==> config.mk <==
export PLATFORM = sky130hd
export DESIGN_NAME = mul_pipe_gen
export DESIGN_NICKNAME = d
export VERILOG_FILES = /design/src/rtl/mul_pipe_gen_pkg.sv /design/src/rtl/mul_crf_gen.sv /design/src/rtl/mul_pipe_gen.sv
export SDC_FILE = /design/constraint.sdc
export NUM_CORES = 2
export LEC_CHECK = 0
export CAP_MARGIN = 40
export CORE_MARGIN = 4
export CORE_UTILIZATION = 40
export CTS_CLUSTER_SIZE = 28
export DETAILED_ROUTE_END_ITERATION = 12
export GPL_TIMING_DRIVEN = 0
export SLEW_MARGIN = 15
export SYNTH_ARGS = -nofsm -noshare
export SYNTH_HDL_FRONTEND = slang
export SYNTH_SLANG_ARGS = --single-unit
==> constraint.sdc <==
create_clock -name clk -period 2 [get_ports clk]
set_input_delay 0.5 -clock clk [delete_from_list [all_inputs] [get_ports clk]]
set_output_delay 0.5 -clock clk [all_outputs]
set_load 0.02 [all_outputs]
==> src/rtl/mul_pipe_gen_pkg.sv <==
// Shared fixed-point unit types: operand width, compare-field layout and the
// lt/gt/eq classifier used by the multiplier and divider result paths.
package Pu_types;

    localparam int DWIDTH = 32;

    typedef struct packed {
        logic lt;
        logic gt;
        logic eq;
        logic ov;
    } Cr_field;

    // Signed classification of a word; ov is left clear for the caller to fill.
    function automatic Cr_field cr_from_word(input logic [DWIDTH-1:0] word);
        Cr_field cr;
        cr.lt = word[DWIDTH-1];
        cr.eq = (word == '0);
        cr.gt = !cr.lt && !cr.eq;
        cr.ov = 1'b0;
        return cr;
    endfunction

endpackage

==> src/rtl/mul_crf_gen.sv <==
// Combinational compare fields for a double-word result (hi/lo);
// crf_lo.ov flags a product that does not fit in the low word.
module mul_crf_gen
    import Pu_types::*;
#(
    parameter int DWIDTH = 32
) (
    input  logic [DWIDTH-1:0] res_hi,
    input  logic [DWIDTH-1:0] res_lo,
    input  logic              uns,
    output Cr_field           crf_hi,
    output Cr_field           crf_lo
);

    always_comb begin
        crf_hi    = cr_from_word(res_hi);
        crf_lo    = cr_from_word(res_lo);
        crf_lo.ov = uns ? (res_hi != '0)
                        : (res_hi != {DWIDTH{res_lo[DWIDTH-1]}});
    end

endmodule

==> src/rtl/mul_pipe_gen.sv <==
// Pipelined DWIDTHxDWIDTH signed/unsigned multiplier with tag pass-through,
// whole-pipe stall on output backpressure and single-cycle flush.
module mul_pipe_gen
    import Pu_types::*;
#(
    parameter int DWIDTH    = 32,
    parameter int STAGES    = 3,
    parameter int TAG_WIDTH = 5
) (
    input  logic                 clk,
    input  logic                 reset_n,
    input  logic                 flush,
    input  logic                 in_valid,
    output logic                 in_ready,
    input  logic                 uns,
    input  logic [DWIDTH-1:0]    a,
    input  logic [DWIDTH-1:0]    b,
    input  logic [TAG_WIDTH-1:0] in_tag,
    output logic                 out_valid,
    input  logic                 out_ready,
    output logic [DWIDTH-1:0]    res_hi,
    output logic [DWIDTH-1:0]    res_lo,
    output Cr_field              crf_hi,
    output Cr_field              crf_lo,
    output logic [TAG_WIDTH-1:0] out_tag
);

    localparam int PW = 2 * DWIDTH;

    typedef struct packed {
        logic                 valid;
        logic                 uns;
        logic [PW-1:0]        product;
        logic [TAG_WIDTH-1:0] tag;
    } stage_t;

    logic                 stall;
    logic signed [PW-1:0] a_ext;
    logic signed [PW-1:0] b_ext;
    logic signed [PW-1:0] full_prod;
    stage_t               in_stage;
    stage_t               last_feed;
    Cr_field              crf_hi_next, crf_lo_next;
    Cr_field              crf_hi_reg, crf_lo_reg;
    logic                 out_valid_reg;
    logic [PW-1:0]        product_reg;
    logic [TAG_WIDTH-1:0] tag_reg;

    assign stall    = out_valid_reg && !out_ready;
    assign in_ready = !stall && !flush;

    // Extending straight to PW bits gives the same low PW product bits as a
    // (DWIDTH+1)-bit signed multiply, so the top product bits are never built.
    assign a_ext     = {{DWIDTH{~uns & a[DWIDTH-1]}}, a};
    assign b_ext     = {{DWIDTH{~uns & b[DWIDTH-1]}}, b};
    assign full_prod = a_ext * b_ext;

    always_comb begin
        in_stage         = '0;
        in_stage.valid   = in_valid && in_ready;
        in_stage.uns     = uns;
        in_stage.product = full_prod;
        in_stage.tag     = in_tag;
    end

    // Stages 0..STAGES-2 carry {valid, uns, product, tag}; the output register
    // is the final stage and holds the CR fields in place of uns.
    generate
        for (genvar gi = 0; gi < STAGES - 1; gi++) begin : g_stage
            stage_t feed;
            stage_t stage_reg;
            if (gi == 0) begin : g_from_input
                assign feed = in_stage;
            end else begin : g_from_prev
                assign feed = g_stage[gi-1].stage_reg;
            end
            always_ff @(posedge clk or negedge reset_n) begin
                if (!reset_n) begin
                    stage_reg <= '0;
                end else if (flush) begin
                    stage_reg.valid <= 1'b0;
                end else if (!stall) begin
                    stage_reg <= feed;
                end
            end
        end
        if (STAGES == 1) begin : g_feed_input
            assign last_feed = in_stage;
        end else begin : g_feed_pipe
            assign last_feed = g_stage[STAGES-2].stage_reg;
        end
    endgenerate

    mul_crf_gen #(
        .DWIDTH (DWIDTH)
    ) u_crf (
        .res_hi (last_feed.product[PW-1:DWIDTH]),
        .res_lo (last_feed.product[DWIDTH-1:0]),
        .uns    (last_feed.uns),
        .crf_hi (crf_hi_next),
        .crf_lo (crf_lo_next)
    );

    always_ff @(posedge clk or negedge reset_n) begin
        if (!reset_n) begin
            out_valid_reg <= 1'b0;
            product_reg   <= '0;
            tag_reg       <= '0;
            crf_hi_reg    <= '0;
            crf_lo_reg    <= '0;
        end else if (flush) begin
            out_valid_reg <= 1'b0;
        end else if (!stall) begin
            out_valid_reg <= last_feed.valid;
            product_reg   <= last_feed.product;
            tag_reg       <= last_feed.tag;
            crf_hi_reg    <= crf_hi_next;
            crf_lo_reg    <= crf_lo_next;
        end
    end

    assign out_valid = out_valid_reg;
    assign res_hi    = product_reg[PW-1:DWIDTH];
    assign res_lo    = product_reg[DWIDTH-1:0];
    assign out_tag   = tag_reg;
    assign crf_hi    = crf_hi_reg;
    assign crf_lo    = crf_lo_reg;

endmodule

==> flow_summary.yaml <==
outcome:
  status: "finished, violations left"
  violations: "setup timing"
timing:
  finalHoldViolations: 0
  rsz0062_at_grt: "true"
  relSlewSlack: 0.446
  max_slew.worst_pin.slew_ns: 0.830
  setup_violations: 61
  setup_ws_ns: -5.41
  fin_crit_sh: 3.71
  maxSlewViolCount: 0
  finalCriticalPeriod_ns: 7.41
  max_freq_ghz: 0.135
  clock_skew_ns: 0.0163
grt:
  grt_antenna_before_repair: 8
  grt_max_degree: 90
  grtUsageMet3: 0.0719
  overflow: 0
  track_usage: 0.281
  grt_pass1_wl_mm: 251
  busiest_layer: "met2"
  grt_pass1_vias: 38600
  grt_use_met1: 0.357
  use_met2: 0.446
logic_synthesis:
  synth.most_common_cell: "nand2_1"
  synth_ff_type: "dfrtp_1"
  synth_edf_count: 0
  syn_avg_cell_area_sq_um: 9.13
  ys_seq_area_frac: 0.118
  ys_ff_latch: 217
  synthArstFlopShare: 1.00
  synthTopCellsByArea: "fa_1 49%, dfrtp_1 12%, nand2_1 10%"
  yosysWarnings: 0
  yosysTopAreaCell: "fa_1"
  syn_area_sq_um: 46100
  ys_types: 71
  synth_nets: 6468
  netlist.area_leader.share: 0.488
  synth_cells: 5056
  synthTopCellsByCount: "1244 x nand2_1, 1125 x fa_1, 1111 x inv_1"
place:
  io_buffers: 150
  dpl_worst_slack_ns: -7.45
  gp_congestion: 1.02
  dpl-instance-area_sq_um: 51500
  post-dp-hpwl_mm: 141
critical_path:
  cpMostUsedCell: "fa_2"
  worstPathMaxFanout: 5
  cp_top_family: "adder cells"
  critPathCaptureType: "flop"
  worstPathRequired_ns: 2.41
  worst-setup-path-type: "input port to flop"
  worstSetupStartpointType: "input port"
  slowest_delay_ns: 0.66
  cpMaxStageDelayCell: "fa_2"
  path_buf_inv: 8
  cp.arrival_ns: 7.83
detailed_routing:
  ant_nets: 0
  dr_total_vias: 36300
  routed_wl_mm: 170
  drtIter0Drc: 2759
  viasPerCell: 5.21
  drc: 0
  dr.pass1.iters: 7
  avgRoutedWirePerCell_microns: 24.4
floorplan:
  dieArea_sq_um: 121000
  die_x_microns: 348
  start_util: 0.403
  die_y_microns: 348
  core_sq_um: 115000
  ioPinCount: 154
  core.rowCount: 124
clock_network:
  cts_root_buf: "clkbuf_16"
  clk-insertion-delay-late_ns: 0.51
  cts_made_buffers: 23
  htree_levels: 1
  cts_tree: "yes"
  clockBufferDepth: 3
  clkSlewWorstSetupHoldPaths_ns: 0.06
  cts_sinks: 217
final_layout:
  largest_register_ffs: 142
  utilization: 0.500
  syn_to_final_growth_pct: 24.0
  final_layout_size_suffix_gt1_frac: 0.174
  fin_area_sq_um: 57200
  nNetsFinal: 6839
  num-fill-cells: 10700
run:
  cap_violations: 0
min_path:
  hold_path.class: "input port to flop"
==> layout make-up <==
class	instances	area (sq um)	area share
Sequential cell	217	5430	0.0949
Clock inverter	6	109	0.00190
Clock buffer	35	671	0.0117
Timing Repair Buffer	355	3900	0.0681
Tap cell	1512	1890	0.0331
Antenna cell	5	12.5	0.000219
Multi-Input combinational cell	3458	37600	0.656
Inverter	1111	4200	0.0733
Buffer	261	3450	0.0603
==> worst register-to-register path, stage by stage, from the launching register on <==
cell and delay (ns):
dfrtp_1 0.34, nor2b_4 0.20, or2_4 0.29, clkbuf_2 0.35, clkbuf_1 0.57, nand2_1 0.13
o21ai_0 0.09
==> worst paths after layout <==
path	startpoint	end	slack, ns	cells after the start
max reg2reg	out_valid	g_stage[0].stage_reg[13]	-0.07	6
min in group asynchronous	reset_n	product_reg[3]	0.50	2
max in group asynchronous	reset_n	product_reg[16]	0.74	3
min reg2reg	g_stage[0].stage_reg[2]	g_stage[1].stage_reg[2]	0.46	2
min	out_ready	out_valid	0.36	4
max	a[31]	g_stage[0].stage_reg[62]	-5.41	27
==> cell usage in the layout, fill, tap and decap left out, drive strengths merged, types with 3 or more instances in the layout <==
cell	netlist	layout
a211oi	11	11
a21boi	4	4
a21o	39	39
a21oi	57	57
a31oi	8	8
and2	366	366
and3	10	10
buf	12	299
bufinv	0	3
clkbuf	258	265
clkdlybuf4s50	0	19
dfrtp	217	217
diode	0	5
dlymetal6s2s	0	66
fa	1125	1125
ha	212	212
inv	1111	1110
mux2i	4	4
nand2	1244	1244
nand2b	5	5
nand3	24	24
nand4	22	22
nor2	54	54
nor2b	3	3
nor3	14	14
nor4	18	18
o211ai	5	5
o21ai	88	88
o21bai	13	13
o311ai	3	3
o31ai	13	13
or2	11	11
or3	4	4
xnor2	50	50
xor2	19	19
==> cell families after synthesis <==
logic type | count (synthesis) | share of synthesized area
multiplexers | 5 | 0.00111
adder cells (fa/ha/maj) | 1337 | 0.546
AO/OA/AOI/OAI | 261 | 0.0369
XOR/XNOR | 69 | 0.0131
flip-flops | 217 | 0.118
AND/OR/NAND/NOR | 1785 | 0.172
other | 1 | 0.0000813
buffers and inverters | 1381 | 0.114
==> stage by stage <==
| step | TNS, ns | hold WS [ns] | std cells |
|---|---|---|---|
| detailed placement | -516.31 | 0.434 | 6758 |
| finish | -264.41 | 0.364 | 6960 |
| CTS | -264.23 | 0.363 | 6888 |
| global route | -273.37 | 0.369 | 6956 |
| global placement | -2438.02 | 0.447 | 6718 |
| floorplan | -256.70 | 0.204 | 5056 |
==> routing by layer <==
layer / up-vias / share of wire
met5: - / 0.000076
met4: 2 / 0.067
met3: 491 / 0.096
met2: 1718 / 0.46
met1: 18700 / 0.38
li1: 15400 / -
==> what timing repair did <==
item                       4_1_cts  5_1_grt
hold buffers                     1        0
resized for setup             1016      313
buffers inserted                93       73
cloned                           2        3
hold endpoints to repair        45        0
setup endpoints to repair      260      246
pin swaps                      150      177
Power is not shown: default switching activity piles up to over one toggle a cycle in this logic, so the estimate is an artifact.
